## src/rtl/mips_cpu_multdiv.sv

```systemverilog
// Iterative MIPS multiply/divide unit owning the HI/LO pair.
// Shift-add multiply and restoring divide, one bit per cycle, fixed 34-cycle op.
module mips_cpu_multdiv (
  input  logic        clk,
  input  logic        reset,
  input  logic        start,
  input  logic [1:0]  op,
  input  logic [31:0] a,
  input  logic [31:0] b,
  input  logic        mthi,
  input  logic        mtlo,
  output logic [31:0] hi,
  output logic [31:0] lo,
  output logic        busy,
  output logic        done
);

  localparam int unsigned W    = 32;
  localparam int unsigned CW   = 6;
  localparam logic [1:0]  IDLE = 2'd0;
  localparam logic [1:0]  RUN  = 2'd1;
  localparam logic [1:0]  FIX  = 2'd2;

  logic [1:0]    state_q, state_d;
  logic [CW-1:0] cnt_q, cnt_d;
  logic [2*W-1:0] acc_q, acc_d;
  logic [W-1:0]  dvsr_q, dvsr_d;
  logic [1:0]    op_q, op_d;
  logic          sign_a_q, sign_a_d;
  logic          sign_b_q, sign_b_d;
  logic          dz_q, dz_d;
  logic [W-1:0]  hi_q, hi_d;
  logic [W-1:0]  lo_q, lo_d;
  logic          busy_q, busy_d;
  logic          done_q, done_d;

  logic [W-1:0]   mag_a, mag_b;
  logic [W:0]     mul_sum;
  logic [2*W-1:0] mul_step;
  logic [W:0]     div_rem_sh, div_trial;
  logic [2*W-1:0] div_step;
  logic [2*W-1:0] prod_fix;
  logic [W-1:0]   rem_fix, quo_fix;

  // Signed ops run on magnitudes; op[0] marks the signed variants.
  assign mag_a = (op[0] && a[W-1]) ? W'(32'd0 - a) : a;
  assign mag_b = (op[0] && b[W-1]) ? W'(32'd0 - b) : b;

  // Multiply: acc = {partial, multiplier}; add multiplicand on LSB then shift right.
  assign mul_sum  = {1'b0, acc_q[2*W-1:W]} + (acc_q[0] ? {1'b0, dvsr_q} : (W+1)'(0));
  assign mul_step = {mul_sum, acc_q[W-1:1]};

  // Divide: acc = {remainder, dividend->quotient}; shift left and trial-subtract.
  assign div_rem_sh = acc_q[2*W-1:W-1];
  assign div_trial  = div_rem_sh - {1'b0, dvsr_q};
  assign div_step   = div_trial[W] ? {div_rem_sh[W-1:0], acc_q[W-2:0], 1'b0}
                                   : {div_trial[W-1:0], acc_q[W-2:0], 1'b1};

  assign prod_fix = (sign_a_q ^ sign_b_q) ? (2*W)'(64'd0 - acc_q) : acc_q;
  assign rem_fix  = sign_a_q ? W'(32'd0 - acc_q[2*W-1:W]) : acc_q[2*W-1:W];
  assign quo_fix  = dz_q ? {W{1'b1}}
                  : ((sign_a_q ^ sign_b_q) ? W'(32'd0 - acc_q[W-1:0]) : acc_q[W-1:0]);

  always_comb begin
    state_d  = state_q;
    cnt_d    = cnt_q;
    acc_d    = acc_q;
    dvsr_d   = dvsr_q;
    op_d     = op_q;
    sign_a_d = sign_a_q;
    sign_b_d = sign_b_q;
    dz_d     = dz_q;
    hi_d     = hi_q;
    lo_d     = lo_q;
    busy_d   = busy_q;
    done_d   = 1'b0;
    case (state_q)
      IDLE: begin
        if (start) begin
          acc_d    = op[1] ? {{W{1'b0}}, mag_a} : {{W{1'b0}}, mag_b};
          dvsr_d   = op[1] ? mag_b : mag_a;
          op_d     = op;
          sign_a_d = op[0] & a[W-1];
          sign_b_d = op[0] & b[W-1];
          dz_d     = op[1] & (b == '0);
          cnt_d    = '0;
          busy_d   = 1'b1;
          state_d  = RUN;
        end else begin
          if (mthi) hi_d = a;
          if (mtlo) lo_d = a;
        end
      end
      RUN: begin
        acc_d = op_q[1] ? div_step : mul_step;
        cnt_d = cnt_q + CW'(1);
        if (cnt_q == CW'(W - 1)) state_d = FIX;
      end
      FIX: begin
        if (op_q[1]) begin
          hi_d = rem_fix;
          lo_d = quo_fix;
        end else begin
          hi_d = prod_fix[2*W-1:W];
          lo_d = prod_fix[W-1:0];
        end
        busy_d  = 1'b0;
        done_d  = 1'b1;
        state_d = IDLE;
      end
      default: begin
        busy_d  = 1'b0;
        state_d = IDLE;
      end
    endcase
  end

  always_ff @(posedge clk) begin
    if (reset) begin
      state_q  <= IDLE;
      cnt_q    <= '0;
      acc_q    <= '0;
      dvsr_q   <= '0;
      op_q     <= '0;
      sign_a_q <= 1'b0;
      sign_b_q <= 1'b0;
      dz_q     <= 1'b0;
      hi_q     <= '0;
      lo_q     <= '0;
      busy_q   <= 1'b0;
      done_q   <= 1'b0;
    end else begin
      state_q  <= state_d;
      cnt_q    <= cnt_d;
      acc_q    <= acc_d;
      dvsr_q   <= dvsr_d;
      op_q     <= op_d;
      sign_a_q <= sign_a_d;
      sign_b_q <= sign_b_d;
      dz_q     <= dz_d;
      hi_q     <= hi_d;
      lo_q     <= lo_d;
      busy_q   <= busy_d;
      done_q   <= done_d;
    end
  end

  assign hi   = hi_q;
  assign lo   = lo_q;
  assign busy = busy_q;
  assign done = done_q;

endmodule

```

## config.mk

```make
export PLATFORM = sky130hd
export DESIGN_NAME = mips_cpu_multdiv
export DESIGN_NICKNAME = d
export VERILOG_FILES = /design/src/rtl/mips_cpu_multdiv.sv
export SDC_FILE = /design/constraint.sdc
export NUM_CORES = 1
export LEC_CHECK = 0
export CORE_MARGIN = 2
export CORE_UTILIZATION = 45
export CTS_BUF_LIST = sky130_fd_sc_hd__clkbuf_4
export DETAILED_ROUTE_END_ITERATION = 12
export PLACE_DENSITY_LB_ADDON = 0.12
export SETUP_SLACK_MARGIN = 0.15
export SYNTH_ARGS = -nofsm -noshare
export SYNTH_HDL_FRONTEND = slang
export SYNTH_SLANG_ARGS = --single-unit
```

## constraint.sdc

```tcl
create_clock -name clk -period 6.9 [get_ports clk]
set_input_delay 1.38 -clock clk [delete_from_list [all_inputs] [get_ports clk]]
set_output_delay 1.38 -clock clk [all_outputs]
set_load 0.05 [all_outputs]
```

==> results of run 1 <==
==> critical path: cells and delay by family (launching register included) <==
family | cells | cell delay [ns]
xor+xnor | 1 | 0.18
fa+ha+maj | 1 | 0.36
compound gates | 8 | 2.52
buf+inv | 2 | 0.61
flops | 1 | 0.43
simple gates | 1 | 0.08
==> layout by cell type, fill, tap and decap left out, drive strengths merged, types with 23 or more instances in the layout <==
master         count
xnor2             98
nor2             206
inv               74
ha                69
xor2              75
clkdlybuf4s50    134
a22oi             32
o31ai             28
a21oi            161
o211ai            37
dfxtp            174
mux2i             60
o21ai            120
nor3              30
a222oi            54
buf               23
nand3             35
a211oi            52
nand2            183
==> cell usage after synthesis (all sizes together), types with 18 or more instances <==
| master | count |
|---|---|
| a211oi | 52 |
| xnor2 | 98 |
| nor4 | 19 |
| dfxtp | 174 |
| a21oi | 161 |
| xor2 | 75 |
| or3 | 18 |
| clkbuf | 115 |
| mux2i | 60 |
| o211ai | 37 |
| nor2 | 206 |
| o31ai | 28 |
| nand3 | 35 |
| ha | 69 |
| inv | 68 |
| nand2 | 183 |
| nor3 | 30 |
| o21ai | 120 |
| a222oi | 54 |
| buf | 20 |
| nand2b | 18 |
| a22oi | 32 |
==> how the worst min path moves through the flow <==
stage	from	end	cells past startpoint
6_report	dvsr_q[9]	dvsr_q[9]	2
5_1_grt	dvsr_q[3]	dvsr_q[3]	2
4_1_cts	dvsr_q[9]	dvsr_q[9]	2
3_5_place_dp	dvsr_q[3]	dvsr_q[3]	2
3_3_place_gp	dvsr_q[3]	dvsr_q[3]	2
2_1_floorplan	dvsr_q[25]	dvsr_q[25]	2
==> kinds of logic (layout without fill, tap and decap cells) <==
kind of cell    after synthesis  in the layout  synth area share
compound gates              618            618             0.293
fa+ha+maj                    71             71            0.0634
flops                       174            174             0.245
mux                          62             62            0.0438
xor+xnor                    173            173             0.106
simple gates                595            595             0.194
buf+inv                     203            257            0.0545
other cells                   0              2                 0
==> where the power goes <==
| group | internal [mW] | leakage (nW) | total [mW] | switching (mW) |
|---|---|---|---|---|
| clock | 0.263 | 0.165 | 0.694 | 0.431 |
| sequential | 1.06 | 1.42 | 1.14 | 0.0775 |
| combinational | 0.377 | 4.46 | 0.990 | 0.613 |
| total | 1.70 | 6.04 | 2.82 | 1.12 |
==> area by class of cell <==
class,count,area (µm²)
sequential,174,3480
fill,3070,15300
clock inverter,14,180
multi-input combinational,1519,10000
tap,402,503
timing repair buffer,157,1510
clock buffer,18,135
antenna,2,5.00
inverter,68,255
==> layer usage <==
layer  GRT usage  vias to the layer above  routed length (µm)
met5           0                        -                  13
met4       0.110                        2                1510
met3      0.0457                       70                3780
met2       0.482                      574               23000
met1       0.435                     7044               23600
li1            -                     7111                   -
==> registers in the layout, summed over array words and instances, names as in the netlist, 2 cells and up <==
signal / flops
acc_q: 64
cnt_q: 6
dvsr_q: 32
hi: 32
lo: 32
state_q: 2
==> results.md, run 1 <==
* Status: finished clean
* Final setup fails at 0
* DRC violations left at 0
* Tightest Pin Transition at 1.08 ns
* Asr flop ratio synth at 0
* First-pass GRT wire length at 80,200 µm
* Post-Syn Area per Cell at 7.51 µm²
* CP Launch Type: flip-flop
* Placed wire-length estimate at 38,800 µm
* Crit path kind: reg2reg
* Longest Clk Path Bufs at 2
* Total power at 2.82 mW
* Fin area at 16,100 µm²
* R2R Setup Slk at 2.60 ns
* DR pass1 iterations at 6
* Post-synth top area share at 0.245
* CTS sink cnt at 174
* Post-Route WL at 51,900 µm
* Die width at 182 µm
* Core area at 31,400 µm²
* Iter 0 DRT Violations at 1,544
* Area growth from synthesis to layout at 13.0%
* Worst-case reg-to-reg path depth at 13
* Share of cells above drive strength 1 at 0.0426
* Unrepaired setup endpoints after global routing: false
* Skew-Pair Late Insertion Delay at 0.66 ns
* Die area at 33,100 µm²
* ANT nets after route at 0
* Synth warn at 0
* WHS at 0.469 ns
* Final Hold Fails at 0
* Vias per cell at 6.29
* Data required, critical path at 7.41 ns
* Rel. slew slack at 0.260
* Top FF cell, synth: dfxtp_1
* Leak at 6.04 nW
* GRT Residual Overflow at 0
* Total CTS buffers at 17
* Die Y at 182 µm
* DR WL/cell at 22.0 µm
* CTS tree: done
* EDFF count, synth at 0
* Ranking of synthesized cells by area: dfxtp_1, ha_1, xnor2_1, a21oi_1, nor2_1
* Yosys reg bits at 174
* Util after Layout at 0.513
* Most used cell, CP: o21ai_0
* CTS clock-pin slew for the worst setup and hold paths at 0.16 ns
* Reg2reg end: acc_q[58]
* Post-CTS sizing at 0
* Vias in the first global route at 13,712
* Largest stage delay on the critical path at 0.67 ns
* Cell variety after synth at 76
* Post-CTS Setup Bufs at 0
* Hold Path Class: reg2reg
* Worst path cell trace: inv_1, buf_4, nor2_1, ha_1, a21oi_1, o211ai_1, a211oi_1, o21ai_0, a211oi_1, o21ai_0, xor2_1, a22oi_1, o21ai_0
* Final number of max-transition violations at 0
* FF-to-FF Start: acc_q[0]
* Antenna violations before repair at 3
* Max IR drop VDD at 0.113 mV
* Tot GR Track Use at 0.310
* Peak Freq at 233 MHz
* Post-route setup slack at 2.60 ns
* Via count at 14,801
* Synth area leader: dfxtp_1
* Post-route insts no fill at 2,354
* # port buffers at 136
* Critical Path Start: acc_q[0]
* Post-Syn Nets at 2,038
* Largest net degree at the start of global routing at 96
* Max cap viols at 0
* Period minus WS final at 4.30 ns
* Critical Path End: acc_q[58]
* Initial Utilization at 0.454
* Nets@finish at 2,079
* Setup tns final at 0 ns
* Placed cells at 2,320
* Gp weighted congestion at 0.930
* Tcrit/Tclk final at 0.623
* CP max FO at 29
* CP max stage cell: a211oi_1
* Sequential area share after synthesis at 0.245
* Setup WS pre-CTS at 2.25 ns
* Pwr Density at 175 nW/µm²
* Hold-fix buffers, CTS at 0
* Root buffer cell: clkbuf_4
* Clk_skew at 0.0393 ns
* Top Ports at 137
* Area of placed instances at 15,800 µm²
* Post-Synthesis Cells at 1,896
* H-tree depth reported by CTS at 4
* Mapped cell area at 14,200 µm²
* CP Data Arrival Time at 4.81 ns
* Critical path capture point type: flip-flop
* Site Rows at 65
(Power assumes the default switching activity.)
==> run 2: changes to the inputs <==
clock period = 3.65 ns   (was 6.9 ns; I/O delays follow)
==> results.md, run 2 (synthesis results as in run 1) <==
* H-tree depth reported by CTS at 4
* Longest Clk Path Bufs at 2
* Hold Path Class: in2reg
* Nets@finish at 2,205
* Total power at 5.36 mW
* Pwr Density at 314 nW/µm²
* CTS clock-pin slew for the worst setup and hold paths at 0.17 ns
* Site Rows at 65
* Register area at 3480 µm²
* Area growth from synthesis to layout at 19.8%
* Comb pwr share at 0.370
* Die Y at 182 µm
* Top Ports at 137
* CTS tree: done
* Seq pwr share at 0.400
* Core area at 31,400 µm²
* CP max FO at 7
* Crit path kind: reg2reg
* Placed wire-length estimate at 41,200 µm
* Area of placed instances at 16,700 µm²
* Data required, critical path at 4.22 ns
* DR WL/cell at 21.5 µm
* Share of cells above drive strength 1 at 0.102
* Fin area at 17,100 µm²
* Leak at 6.68 nW
* Skew-Pair Late Insertion Delay at 0.66 ns
* Fill cells at 3,055
* Vias in the first global route at 14,314
* Total CTS buffers at 17
* Post-CTS Setup Bufs at 0
* CTS sink cnt at 174
* Switching pwr at 2.14 mW
* GRT Residual Overflow at 0
* Unrepaired setup endpoints after global routing: true
* # port buffers at 136
* First-pass GRT wire length at 81,700 µm
* Setup WS pre-CTS at -0.144 ns
* Die width at 182 µm
* Iter 0 DRT Violations at 1,815
* Tot GR Track Use at 0.317
* Root buffer cell: clkbuf_4
* Multi-input logic area at 10,000 µm²
* Gp weighted congestion at 0.966
* Antenna violations before repair at 1
* Max reg flops at 64
* Peak Freq at 300 MHz
* Final setup fails at 0
* Clk_skew at 0.0350 ns
* Most frequent cells in the layout: nor2_1, nand2_1, dfxtp_1
* Largest net degree at the start of global routing at 72
* Initial Utilization at 0.454
* Final number of max-transition violations at 0
* Post-route setup slack at 0.319 ns
* Tcrit/Tclk final at 0.913
* Register with the most flip-flops: acc_q
* ANT nets after route at 0
* CP Launch Type: flip-flop
* DRC violations left at 0
* Die area at 33,100 µm²
* WHS at 0.363 ns
* Tightest Pin Transition at 1.21 ns
* Max IR drop VDD at 0.187 mV
* Rel. slew slack at 0.197
* Clock Power Share at 0.230
* Switching power share of the total at 0.399
* Post-Route WL at 53,400 µm
* Most common cell after layout, fill and taps aside: nor2_1
* P_int at 3.22 mW
* Final Hold Fails at 0
* Vias per cell at 6.18
* DR pass1 iterations at 9
* Status: finished clean
* Max cap viols at 0
* Hold-fix buffers, CTS at 0
* Period minus WS final at 3.33 ns
* Critical path capture point type: flip-flop
* Via count at 15,309
* Post-CTS sizing at 0
* CP Data Arrival Time at 3.90 ns
## run 2: changes by cell type in the layout (fill, tap and decap cells not counted), sizes merged
cell and delta:
clkinvlp -1, inv -1, clkbuf -1, clkinv +4, diode -1, buf +126, bufinv -1
## run 2: worst paths after layout
| check | from | endpoint | slack, ns | cells past startpoint |
|---|---|---|---|---|
| worst min-delay path | reset | cnt_q[4] | 0.36 | 2 |
| worst max register to register | dvsr_q[12] | acc_q[63] | 0.32 | 12 |
| worst min register to register | dvsr_q[2] | dvsr_q[2] | 0.47 | 2 |
| worst max-delay path | dvsr_q[12] | acc_q[63] | 0.32 | 12 |
## run 2: per-stage QoR
| step | utilization | cells | setup TNS (ns) |
|---|---|---|---|
| floorplan | - | 1896 | 0 |
| global placement | 0.533 | 2446 | -0.445 |
| detailed placement | 0.533 | 2446 | -0.475 |
| CTS | 0.543 | 2478 | 0 |
| global route | 0.543 | 2479 | 0 |
| finish | 0.543 | 2479 | 0 |
## run 2: power by group through the flow
| stage | Sequential (mW) | Combinational [mW] | Clock, mW |
|---|---|---|---|
| 2_1_floorplan | 2.24 | 1.21 | 0 |
| 3_3_place_gp | 2.18 | 1.94 | 0 |
| 3_5_place_dp | 2.18 | 1.95 | 0 |
| 4_1_cts | 2.14 | 1.96 | 1.25 |
| 5_1_grt | 2.16 | 2.15 | 1.33 |
| 6_report | 2.14 | 1.98 | 1.23 |
## run 2: layer usage
layer,global-route usage,up-vias,share of wire
li1,-,7352,-
met1,0.435,7214,0.45
met2,0.501,652,0.45
met3,0.0519,91,0.076
met4,0.113,0,0.032
met5,0,-,0
## run 2: worst max-delay path, stage by stage (launching register included)
cell and delay, ns:
dfxtp_1 0.42, inv_1 0.11, ha_1 0.38, a21oi_1 0.30, nor2_1 0.11, nor4_1 0.22, a2111oi_0 0.16, buf_4 0.18
o41a_1 0.40, a211oi_1 0.36, o31ai_1 0.13, xor2_1 0.15, o311a_1 0.33
## run 2: area by class of cell
class,instances,area share
Antenna cell,1,0.000147
Clock buffer,17,0.00748
Clock inverter,15,0.00946
Inverter,68,0.0150
Multi-Input combinational cell,1519,0.589
Sequential cell,174,0.204
Tap cell,402,0.0295
Timing Repair Buffer,283,0.146
==> run 3: changes to the inputs <==
--- a/config.mk
+++ b/config.mk
@@ -11,3 +11,5 @@
 export DETAILED_ROUTE_END_ITERATION = 12
+export GPL_TIMING_DRIVEN = 0
 export PLACE_DENSITY_LB_ADDON = 0.12
+export RECOVER_POWER = 100
 export SETUP_SLACK_MARGIN = 0.15
==> constraint.sdc (replaced) <==
create_clock -name clk -period 3.65 [get_ports clk]
set_input_delay 0.5475 -clock clk [delete_from_list [all_inputs] [get_ports clk]]
set_output_delay 0.5475 -clock clk [all_outputs]
set_load 0.05 [all_outputs]
==> results.md, run 3 (synthesis results as in run 1) <==
* Final setup fails at 0
* Initial Utilization at 0.454
* Max IR drop VDD at 0.185 mV
* Vias per cell at 6.30
* Rel. slew slack at 0.179
* Switching power share of the total at 0.414
* CTS sink cnt at 174
* Hold-fix buffers, CTS at 0
* CTS clock-pin slew for the worst setup and hold paths at 0.17 ns
* Comb pwr share at 0.377
* Longest Clk Path Bufs at 2
* Max cap viols at 0
* Largest net degree at the start of global routing at 18
* Uppermost layer routed: met4
* CP Launch Type: flip-flop
* Total CTS buffers at 17
* ANT nets after route at 0
* DRC violations left at 0
* GRT Residual Overflow at 0
* Antenna violations before repair at 1
* R2R Setup Slk at 0.16 ns
* Die Y at 182 µm
* Tcrit/Tclk final at 0.957
* Register with the most flip-flops: acc_q
* CTS tree: done
* Most frequent cells in the layout: nor2_1, nand2_1, dfxtp_1
* Unrepaired setup endpoints after global routing: true
* Leak at 6.48 nW
* Most common cell after layout, fill and taps aside: nor2_1
* DR WL/cell at 24.0 µm
* DR pass1 iterations at 6
* Tot GR Track Use at 0.355
* Core area at 31,400 µm²
* CP Data Arrival Time at 4.03 ns
* Status: finished clean
* Placed wire-length estimate at 47,500 µm
* DRT met1 WL at 25,100 µm
* Final Hold Fails at 0
* Post-route setup slack at 0.157 ns
* Hold path depth at 2
* Max reg flops at 64
* Reg2reg end: hi[18]
* Top Ports at 137
* Skew-Pair Late Insertion Delay at 0.64 ns
* First-pass GRT wire length at 89,200 µm
* Via count at 15,673
* FF-to-FF Start: acc_q[0]
* Total power at 5.47 mW
* Clk_skew at 0.0330 ns
* Post-Route WL at 59,700 µm
* Share of cells above drive strength 1 at 0.0580
* Worst-case reg-to-reg path depth at 13
* Die area at 33,100 µm²
* Nets@finish at 2,214
* H-tree depth reported by CTS at 4
* Site Rows at 65
* Tightest Pin Transition at 1.23 ns
* Vias in the first global route at 14,886
* Gp weighted congestion at 0.973
* Data required, critical path at 4.19 ns
* Fill cells at 3,167
* Period minus WS final at 3.49 ns
* Die width at 182 µm
* Area growth from synthesis to layout at 18.3%
* Metal2 WL at 27,900 µm
* Root buffer cell: clkbuf_4
* Clock Power Share at 0.234
* P_int at 3.20 mW
* Critical Path Start: acc_q[0]
* CP max FO at 10
* # port buffers at 134
* Met3 Wirelength at 4050 µm
* Critical path capture point type: flip-flop
* Iter 0 DRT Violations at 1,653
* Setup WS pre-CTS at -1.29 ns
* Switching pwr at 2.27 mW
* Seq pwr share at 0.389
* Crit path kind: reg2reg
* Pwr Density at 325 nW/µm²
* Hold Path Class: reg2reg
* Peak Freq at 286 MHz
* Final number of max-transition violations at 0
* Critical Path End: hi[18]
[run 3: cell types whose count changed in the layout (fill, tap and decap cells not counted), sizes merged]
cell and change:
buf -110, clkinv -6, inv +1, clkdlybuf4s50 -71, clkinvlp +4, diode +1, dlygate4sd3 +71, clkbuf +120
[run 3: timing repair]
item                       4_1_cts  5_1_grt
resized for setup               40       46
pin swaps                        7       14
setup buffers                    8       15
setup endpoints to repair       59       53
[run 3: power groups by stage]
stage / combinational (mW) / sequential (mW) / clock [mW]
floorplan: 1.21 / 2.24 / 0
global placement: 1.94 / 2.16 / 0
detailed placement: 1.95 / 2.17 / 0
CTS: 2.00 / 2.13 / 1.28
global route: 2.21 / 2.14 / 1.36
finish: 2.06 / 2.13 / 1.28
[run 3: routing by layer]
layer  vias to the layer above  global-route usage
li1                       7385                   -
met5                         -                   0
met2                       660               0.600
met3                       144              0.0475
met4                         0               0.153
met1                      7484               0.453
[run 3: area by class of cell]
type / instances / area [µm²] / area share
diodes: 2 / 5.00 / 0.000297
plain buffers: 135 / 558 / 0.0331
clock buffers: 18 / 135 / 0.00802
clock inverters: 14 / 169 / 0.0100
inverters: 68 / 263 / 0.0156
multi-input cells: 1519 / 10200 / 0.606
flip-flops and latches: 174 / 3500 / 0.208
well taps: 402 / 503 / 0.0299
repair buffers: 157 / 1510 / 0.0899
[run 3: worst max-delay path, stage by stage, from the launching register on]
cell and delay (ns):
dfxtp_4 0.42, clkinvlp_4 0.17, buf_4 0.16, buf_4 0.24, ha_1 0.30, nor3b_4 0.37
nand4_1 0.18, buf_4 0.20, o21ai_2 0.27, nand2_1 0.22, o41ai_1 0.36, xnor2_1 0.13
a222oi_1 0.31, nor2_1 0.07
[run 3: worst min-delay path by stage]
stage | from | end | slack, ns
3_5_place_dp | dvsr_q[14] | dvsr_q[14] | 0.45
3_3_place_gp | dvsr_q[14] | dvsr_q[14] | 0.44
5_1_grt | dvsr_q[6] | dvsr_q[6] | 0.49
4_1_cts | dvsr_q[25] | dvsr_q[25] | 0.47
6_report | dvsr_q[25] | dvsr_q[25] | 0.47
2_1_floorplan | dvsr_q[25] | dvsr_q[25] | 0.43
[run 3: stage by stage]
step                cell area (µm²)   util  std cells  TNS (ns)  hold WS [ns]
finish                        16800  0.537       2489         0         0.472
global route                  16800  0.537       2489         0         0.493
CTS                           16600  0.529       2472         0         0.472
detailed placement            16100  0.512       2432    -36.94         0.446
global placement              16100  0.512       2432    -35.64         0.441
floorplan                     14200      -       1896         0         0.432
